File: config.mk
export PLATFORM = sky130hd
export DESIGN_NAME = memory_stage
export DESIGN_NICKNAME = d
export VERILOG_FILES = /design/src/rtl/memory_stage_pkg.sv /design/src/rtl/memory_stage_timeout.sv /design/src/rtl/memory_stage.sv
export SDC_FILE = /design/constraint.sdc
export NUM_CORES = 1
export LEC_CHECK = 0
export CAP_MARGIN = 20
export CORE_AREA = 2 2 106 67
export DETAILED_ROUTE_END_ITERATION = 8
export DIE_AREA = 0 0 108 69
export PLACE_DENSITY = 0.88
export SLEW_MARGIN = 10
export SYNTH_ARGS = -nofsm -noshare
export SYNTH_HDL_FRONTEND = slang
export SYNTH_SLANG_ARGS = --single-unit
File: constraint.sdc
create_clock -name clk -period 2.44 [get_ports clk]
set_clock_uncertainty 0.2 [all_clocks]
set_input_delay 0.244 -clock clk [delete_from_list [all_inputs] [get_ports clk]]
set_output_delay 0.244 -clock clk [all_outputs]
set_load 0.005 [all_outputs]
File: src/rtl/memory_stage_pkg.sv
// Shared definitions for the pipeline memory stage: the 4-bit opcode
// space used by decode/execute/memory and the memory-stage state encoding.
package memory_stage_pkg;

    typedef enum logic [3:0] {
        OP_NOP    = 4'b0000,
        OP_ADD    = 4'b0001,
        OP_SUB    = 4'b0010,
        OP_AND    = 4'b0011,
        OP_OR     = 4'b0100,
        OP_XOR    = 4'b0101,
        OP_SHL    = 4'b0110,
        OP_SHR    = 4'b0111,
        OP_SRA    = 4'b1000,
        OP_SLT    = 4'b1001,
        OP_SLTU   = 4'b1010,
        OP_LUI    = 4'b1011,
        OP_LOAD   = 4'b1100,
        OP_BRANCH = 4'b1101,
        OP_STORE  = 4'b1110,
        OP_MOV    = 4'b1111
    } opcode_e;

    typedef enum logic {
        ST_IDLE   = 1'b0,
        ST_ACCESS = 1'b1
    } mem_state_e;

    // True for opcodes that need a data-memory transaction.
    function automatic logic is_mem_op(input logic [3:0] op);
        logic hit;
        case (op)
            OP_LOAD:  hit = 1'b1;
            OP_STORE: hit = 1'b1;
            default:  hit = 1'b0;
        endcase
        return hit;
    endfunction

endpackage

File: src/rtl/memory_stage_timeout.sv
// mem_timeout_counter: counts consecutive ACCESS cycles and flags the
// cycle in which the LIMIT-th one is in progress. Used by memory_stage
// only when MEMORY_STAGE_TIMEOUT_EN is defined.
module mem_timeout_counter #(
    parameter int LIMIT = 15
) (
    input  logic clk,
    input  logic reset,
    input  logic active_i,
    output logic expired_o
);

    localparam logic [3:0] LAST_CNT = 4'(LIMIT - 1);

    logic [3:0] cnt_q;

    // Count ACCESS cycles; any IDLE cycle clears the count for the next op.
    always_ff @(posedge clk) begin
        if (reset) begin
            cnt_q <= 4'd0;
        end else if (active_i) begin
            if (cnt_q != 4'hF) begin
                cnt_q <= cnt_q + 4'd1;
            end else begin
                cnt_q <= cnt_q;
            end
        end else begin
            cnt_q <= 4'd0;
        end
    end

    // cnt_q holds the number of ACCESS cycles already completed.
    always_comb begin
        expired_o = active_i && (cnt_q == LAST_CNT);
    end

endmodule

File: src/rtl/memory_stage.sv
// memory_stage: pipeline memory-access stage. Non-memory ops retire with
// one cycle of latency; LOAD/STORE issue one registered request and wait
// in ACCESS (holding the upstream stall) until mem_ack.
// Optional feature macro: MEMORY_STAGE_TIMEOUT_EN adds an ACCESS timeout
// that aborts the request and sets the sticky mem_err flag.
module memory_stage
    import memory_stage_pkg::*;
#(
    parameter int DATA_W      = 16,
    parameter int TIMEOUT_CYC = 15
) (
    input  logic              clk,
    input  logic              reset,
    input  logic [4:0]        control_in,
    input  logic              valid_in,
    input  logic [DATA_W-1:0] result_in,
    input  logic [DATA_W-1:0] store_data_in,
    input  logic [4:0]        dest_index_in,
    input  logic              reg_write_en_in,
    output logic              stall,
    output logic              mem_req,
    output logic              mem_we,
    output logic [DATA_W-1:0] mem_addr,
    output logic [DATA_W-1:0] mem_wdata,
    input  logic              mem_ack,
    input  logic [DATA_W-1:0] mem_rdata,
    output logic              wb_valid,
    output logic              wb_en,
    output logic [4:0]        wb_index,
    output logic [DATA_W-1:0] wb_data,
    output logic              mem_err
);

    mem_state_e        state_q;
    logic              op_store_q;
    logic [4:0]        dest_q;
    logic              mem_req_q;
    logic              mem_we_q;
    logic [DATA_W-1:0] mem_addr_q;
    logic [DATA_W-1:0] mem_wdata_q;
    logic              wb_valid_q;
    logic              wb_en_q;
    logic [4:0]        wb_index_q;
    logic [DATA_W-1:0] wb_data_q;

    logic [3:0]        op_s;
    logic              is_mem_s;
    logic              is_store_s;
    logic              timeout_s;
    logic              unused_s;

    // Opcode decode; bit 4 of control_in carries nothing for this stage.
    always_comb begin
        op_s       = control_in[3:0];
        is_mem_s   = is_mem_op(op_s);
        is_store_s = (op_s == OP_STORE);
        unused_s   = ^{control_in[4], 4'(TIMEOUT_CYC)};
    end

`ifdef MEMORY_STAGE_TIMEOUT_EN
    logic mem_err_q;

    mem_timeout_counter #(
        .LIMIT (TIMEOUT_CYC)
    ) u_timeout (
        .clk       (clk),
        .reset     (reset),
        .active_i  (state_q == ST_ACCESS),
        .expired_o (timeout_s)
    );

    // Sticky timeout flag: set on an unacknowledged expiry, cleared by reset only.
    always_ff @(posedge clk) begin
        if (reset) begin
            mem_err_q <= 1'b0;
        end else if ((state_q == ST_ACCESS) && !mem_ack && timeout_s) begin
            mem_err_q <= 1'b1;
        end else begin
            mem_err_q <= mem_err_q;
        end
    end

    assign mem_err = mem_err_q;
`else
    assign timeout_s = 1'b0;
    assign mem_err   = 1'b0;
`endif

    // Stage FSM with registered memory-request and writeback outputs.
    always_ff @(posedge clk) begin
        if (reset) begin
            state_q     <= ST_IDLE;
            op_store_q  <= 1'b0;
            dest_q      <= 5'd0;
            mem_req_q   <= 1'b0;
            mem_we_q    <= 1'b0;
            mem_addr_q  <= '0;
            mem_wdata_q <= '0;
            wb_valid_q  <= 1'b0;
            wb_en_q     <= 1'b0;
            wb_index_q  <= 5'd0;
            wb_data_q   <= '0;
        end else begin
            // Writeback is a one-cycle pulse unless a retire below re-asserts it.
            wb_valid_q <= 1'b0;
            wb_en_q    <= 1'b0;
            case (state_q)
                ST_IDLE: begin
                    if (valid_in && is_mem_s) begin
                        state_q     <= ST_ACCESS;
                        op_store_q  <= is_store_s;
                        dest_q      <= dest_index_in;
                        mem_req_q   <= 1'b1;
                        mem_we_q    <= is_store_s;
                        mem_addr_q  <= result_in;
                        mem_wdata_q <= is_store_s ? store_data_in : '0;
                    end else if (valid_in) begin
                        wb_valid_q <= 1'b1;
                        wb_en_q    <= reg_write_en_in;
                        wb_index_q <= dest_index_in;
                        wb_data_q  <= result_in;
                    end else begin
                        state_q <= ST_IDLE;
                    end
                end
                ST_ACCESS: begin
                    // Ack is checked first so a late ack still completes normally.
                    if (mem_ack) begin
                        state_q    <= ST_IDLE;
                        mem_req_q  <= 1'b0;
                        mem_we_q   <= 1'b0;
                        wb_valid_q <= 1'b1;
                        wb_en_q    <= !op_store_q;
                        wb_index_q <= dest_q;
                        wb_data_q  <= op_store_q ? mem_addr_q : mem_rdata;
                    end else if (timeout_s) begin
                        state_q    <= ST_IDLE;
                        mem_req_q  <= 1'b0;
                        mem_we_q   <= 1'b0;
                        wb_valid_q <= 1'b1;
                        wb_en_q    <= 1'b0;
                        wb_index_q <= dest_q;
                        wb_data_q  <= mem_addr_q;
                    end else begin
                        state_q <= ST_ACCESS;
                    end
                end
                default: begin
                    state_q   <= ST_IDLE;
                    mem_req_q <= 1'b0;
                    mem_we_q  <= 1'b0;
                end
            endcase
        end
    end

    assign stall     = (state_q == ST_ACCESS);
    assign mem_req   = mem_req_q;
    assign mem_we    = mem_we_q;
    assign mem_addr  = mem_addr_q;
    assign mem_wdata = mem_wdata_q;
    assign wb_valid  = wb_valid_q;
    assign wb_en     = wb_en_q;
    assign wb_index  = wb_index_q;
    assign wb_data   = wb_data_q;

endmodule

# Yosys cells after proc, flatten, opt, wreduce, memory -nomap -nowiden

Index checks and enable logic that the tools add are counted.

Equality and inequality tests: 6
Mux-type cells: 27
Reduce and logical (&&, ||, !) cells: 6
Bitwise operators: 1

Operator list:

| operator                                    | count |
|---|---|
| 16-bit two-way mux                          | 5 |
| 16-bit one-hot mux with 2 select lines      | 1 |
| 5-bit two-way mux                           | 3 |
| 1-bit two-way mux                           | 12 |
| 1-bit one-hot mux with 2 select lines       | 5 |
| 5-bit one-hot mux with 2 select lines       | 1 |
| 4-bit equality test (second input constant) | 2 |
| 2-bit != test (second input constant)       | 4 |
| 2-bit AND reduction                         | 2 |
| 3-bit AND reduction                         | 1 |
| 2-bit OR reduction                          | 1 |
| 1-bit logical AND                           | 1 |
| 1-bit zero test                             | 1 |
| 1-bit inverter                              | 1 |

Register bits: 64
Word-level logic and storage cells: 51
Output and inout bits: 59

# Logic depth before layout (Yosys ltp)

Depth after elaboration: 6
Depth in mapped cells: 6
Gate-level depth less buffers: 3

# Worst setup path before layout

OpenSTA, ideal clock, no wires.

Kind: reg2reg
Start point: reg state_q, in the netlist stall
End point: reg wb_data_q[10], in the netlist wb_data[10]
Data arrival time: 1.388 ns
Data required time: 2.173 ns
Cell stages (with the launch flop): 7
Path slack: 0.785 ns
Library setup time: 0.067 ns
Cells stage by stage: dfxtp_1 -> buf_4 -> and4bb_1 -> or3_1 -> buf_2 -> buf_6 -> o21ai_2

Word-level cells in the longest chain between the ends: 3
Elaborated cells between the ends (all ways): 6
Those cells by class: eq/ne (3); mux (1); bitwise (1); reduce/logical (1)

Ends and longest elaborated chain:

| element                              | line                | source |
|---|---|---|
| from (decl)                          | memory_stage.sv:34  | `mem_state_e state_q;` |
| from (signal assigned)               | memory_stage.sv:92  | `state_q <= ST_IDLE;` |
| from (signal assigned)               | memory_stage.sv:110 | `state_q <= ST_ACCESS;` |
| from (signal assigned)               | memory_stage.sv:123 | `state_q <= ST_IDLE;` |
| 1-bit inverter (no source line)      | --                  |  |
| 2-bit != test (no source line)       | --                  |  |
| 3-bit AND reduction (no source line) | --                  |  |
| to (signal assigned)                 | memory_stage.sv:121 | `wb_data_q <= result_in;` |
| to (signal assigned)                 | memory_stage.sv:135 | `wb_data_q <= op_store_q ? mem_addr_q : mem_rdata;` |
| to (signal assigned)                 | memory_stage.sv:143 | `wb_data_q <= mem_addr_q;` |
| to (decl)                            | memory_stage.sv:44  | `logic [DATA_W-1:0] wb_data_q;` |

Parallel ways exist; a longest one is shown, timed or not.
A chain may end at the register's enable or synchronous reset.

# Final worst setup path

Start point: reg state_q, in the netlist stall
End point: reg wb_data_q[4], in the netlist wb_data[4]

Same word-level chain as after synthesis.

==> results.toml <==
[outcome]
outcome = "finished clean"

[sta]
setup_viol_count_final = 0
hold_viol = 0
post-route-period-util_pct = 85.0
timing_worst_slew_pin_value_ns = 0.776
period_minus_slack_ns = 2.07
fmaxAchievable_ghz = 0.482
unrepaired_setup_endpoints_after_global_routing = "false"
timing.final.max_slew_violations = 0
tns_ns = 0
worst_slack_ns = 0.367
slew_headroom_pct = 48.2

[worst_setup_path]
crit_path_start_kind = "flop"
critical_path_peak_fanout = 17
critPathKind = "reg2reg"
critical_path_sink_type = "flop"
cp_data_arrival_time_ns = 2.05
worst-endpoint-required_ns = 2.42

[power]
power_density_nw_per_um2 = 569
power.ir.vdd_worst_mv = 0.306
power_leakage_uw = 0.00145

[cts]
ctsLongestPathBuffers = 2
post_cts_resize_count = 0
insertion_delay_ns = 0.32
holdBufCountCts = 0
cts.reportedPaths.clkPinSlew_ns = 0.07
cts-buffers-inserted = 9
cts_htree_levels = 3
post-cts-setup-buffer-count = 0
clkSinkCount = 64
cts_root_buf = "sky130_fd_sc_hd__clkbuf_8"
tritoncts = "built"

[synth]
synthesis.area_sq_um = 2890
ys_seq_elements = 64
synth.yosys.seq_area_share_pct = 44.3
syn-num-nets = 385
yosysWarningCount = 0
synth.distinct_cells = 28
synth.avg_cell_area_sq_um = 8.99
syn-instance-count = 322

[placement]
place_congestion = 0.837
port_buffers = 119
placed_cells = 502
hpwl_um = 6330
pre_cts_slack_ns = 0.216

[routing]
route.detailed.drc = 0
post_drt_via_cell_ratio = 5.68
first_iteration_detailed_routing_drc_count = 128
dr_total_vias = 2943
antenna_left = 0
finalWirelength_um = 9140
wl_per_cell_um = 17.6
detailedRoute.firstPassIterationCount = 5

[finish]
fraction_of_layout_instances_using_a_drive_strength_above_1_pct = 13.7
finish.utilization_pct = 67.1
finish.cell_count_without_fillers = 518
antenna_cells = 0
register_area_sq_um = 1280
fillers = 532
area.growth.synth_to_final_pct = 50.2
num-nets-final = 489
multiInputGateArea_sq_um = 1440

[global_route]
grt_pass1_wl_um = 14600
grt_antenna_before_repair = 0
groute.usage.overall_pct = 24.4
largest_net_degree_at_the_start_of_global_routing = 48
grt.overflow.total = 0
grt_pass1_vias = 2864

[floorplan]
coreArea_sq_um = 6470
boundaryPins = 122
fp.dieArea_sq_um = 7450
num_rows = 23
die_width_um = 108
floorplan.initialDensity_pct = 44.7
die_y_um = 69

[run]
cap_violations = 0

[worst_hold_path]
hp-class = "reg2reg"
## final cells by class
type | count | share of cell area, %
clock buffers | 13 | 3.43
clock inverters | 3 | 1.50
well taps | 87 | 2.51
flip-flops and latches | 64 | 29.5
inverters | 3 | 0.259
repair buffers | 131 | 29.7
multi-input cells | 217 | 33.1
## placed cells by master (no fill, tap or decap), types with 2 or more instances in the layout
cell type                         synthesis  routed
sky130_fd_sc_hd__buf_4                    3      11
sky130_fd_sc_hd__nand2b_1                 2       2
sky130_fd_sc_hd__nor3_1                  10      10
sky130_fd_sc_hd__a211oi_1                 5       5
sky130_fd_sc_hd__a21oi_1                 41      41
sky130_fd_sc_hd__nand3_1                 22      22
sky130_fd_sc_hd__o21ai_0                 45      45
sky130_fd_sc_hd__bufinv_16                0       2
sky130_fd_sc_hd__clkbuf_1                24       3
sky130_fd_sc_hd__o211ai_1                17      17
sky130_fd_sc_hd__clkbuf_8                 0      10
sky130_fd_sc_hd__o21ai_2                  9       9
sky130_fd_sc_hd__mux2_2                  21      21
sky130_fd_sc_hd__nand4_1                 16      16
sky130_fd_sc_hd__clkdlybuf4s50_1          0     118
sky130_fd_sc_hd__mux2i_1                 17      16
sky130_fd_sc_hd__inv_1                    3       3
sky130_fd_sc_hd__dfxtp_1                 64      63
sky130_fd_sc_hd__nand2_1                  3       3
## per-layer routing
layer / wire length (um) / GRT usage [%]
met5: 0 / 0
met4: 97 / 5.70
met3: 797 / 6.72
met1: 4080 / 33.1
met2: 4160 / 38.6
## kinds of logic (layout without fill, tap and decap cells)
| group | Yosys count | count (layout) | share of synthesized area (%) |
|---|---|---|---|
| AOI/OAI and AO/OA | 118 | 118 | 23.6 |
| buffers and inverters | 41 | 150 | 6.36 |
| DFF | 64 | 64 | 44.3 |
| muxes | 38 | 38 | 14.1 |
| other | 1 | 1 | 0.130 |
| and+or+nand+nor | 60 | 60 | 11.6 |
## per-stage QoR
stage | power [uW] | instance area (sq um) | hold slack (ns)
after floorplan | 1280 | 2890 | 0.192
after global placement | 1500 | 4130 | 0.244
after detailed placement | 1510 | 4130 | 0.248
after CTS | 2490 | 4350 | 0.257
after global routing | 2570 | 4350 | 0.299
final | 2470 | 4350 | 0.260
## path summary, 6_finish.rpt
check	from	end	slack [ns]	cells after the start
hold / removal	mem_req$_SDFFE_PP0P_	mem_req$_SDFFE_PP0P_	0.26	2
hold reg to reg	mem_req$_SDFFE_PP0P_	mem_req$_SDFFE_PP0P_	0.26	2
setup / recovery	stall$_SDFF_PP0_	wb_data[4]$_SDFFE_PP0P_	0.37	3
setup reg to reg	stall$_SDFF_PP0_	wb_data[4]$_SDFFE_PP0P_	0.37	3
## cell usage after synthesis (all sizes together)
master / count / area, sq um
inv: 3 / 11.3
nand3: 22 / 110
clkbuf: 24 / 90.1
o211ai: 17 / 128
buf: 14 / 82.6
mux2i: 17 / 170
nand3b: 1 / 7.51
nor2b: 1 / 6.26
and2: 1 / 6.26
or3: 1 / 6.26
a211oi: 5 / 37.5
nand4: 16 / 100
nand2: 3 / 11.3
and3b: 1 / 8.76
conb: 1 / 3.75
mux2: 21 / 236
o21ai: 54 / 304
dfxtp: 64 / 1280
nor3: 10 / 50.1
nor2: 1 / 3.75
and4bb: 1 / 12.5
nand2b: 2 / 12.5
a21oi: 41 / 205
a32oi: 1 / 8.76
## sequential cells by signal (all words and copies together) (netlist names)
name and flops:
mem_we 1, wb_en 1, wb_index 5, mem_addr 16
op_store_q 1, mem_wdata 16, mem_req 1, wb_valid 1
stall 1, wb_data 16, dest_q 5
## power breakdown
part | internal, uW | switching, uW
combinational | 215 | 165
sequential | 1080 | 26.5
clock | 603 | 379
## worst max-delay path, cell delays in order, from the launching register on
cell	delay, ns
sky130_fd_sc_hd__dfxtp_2	0.58
sky130_fd_sc_hd__mux2i_2	0.27
sky130_fd_sc_hd__or3_1	0.64
sky130_fd_sc_hd__o21ai_0	0.22
No activity file was read; power rests on OpenSTA's default activity.
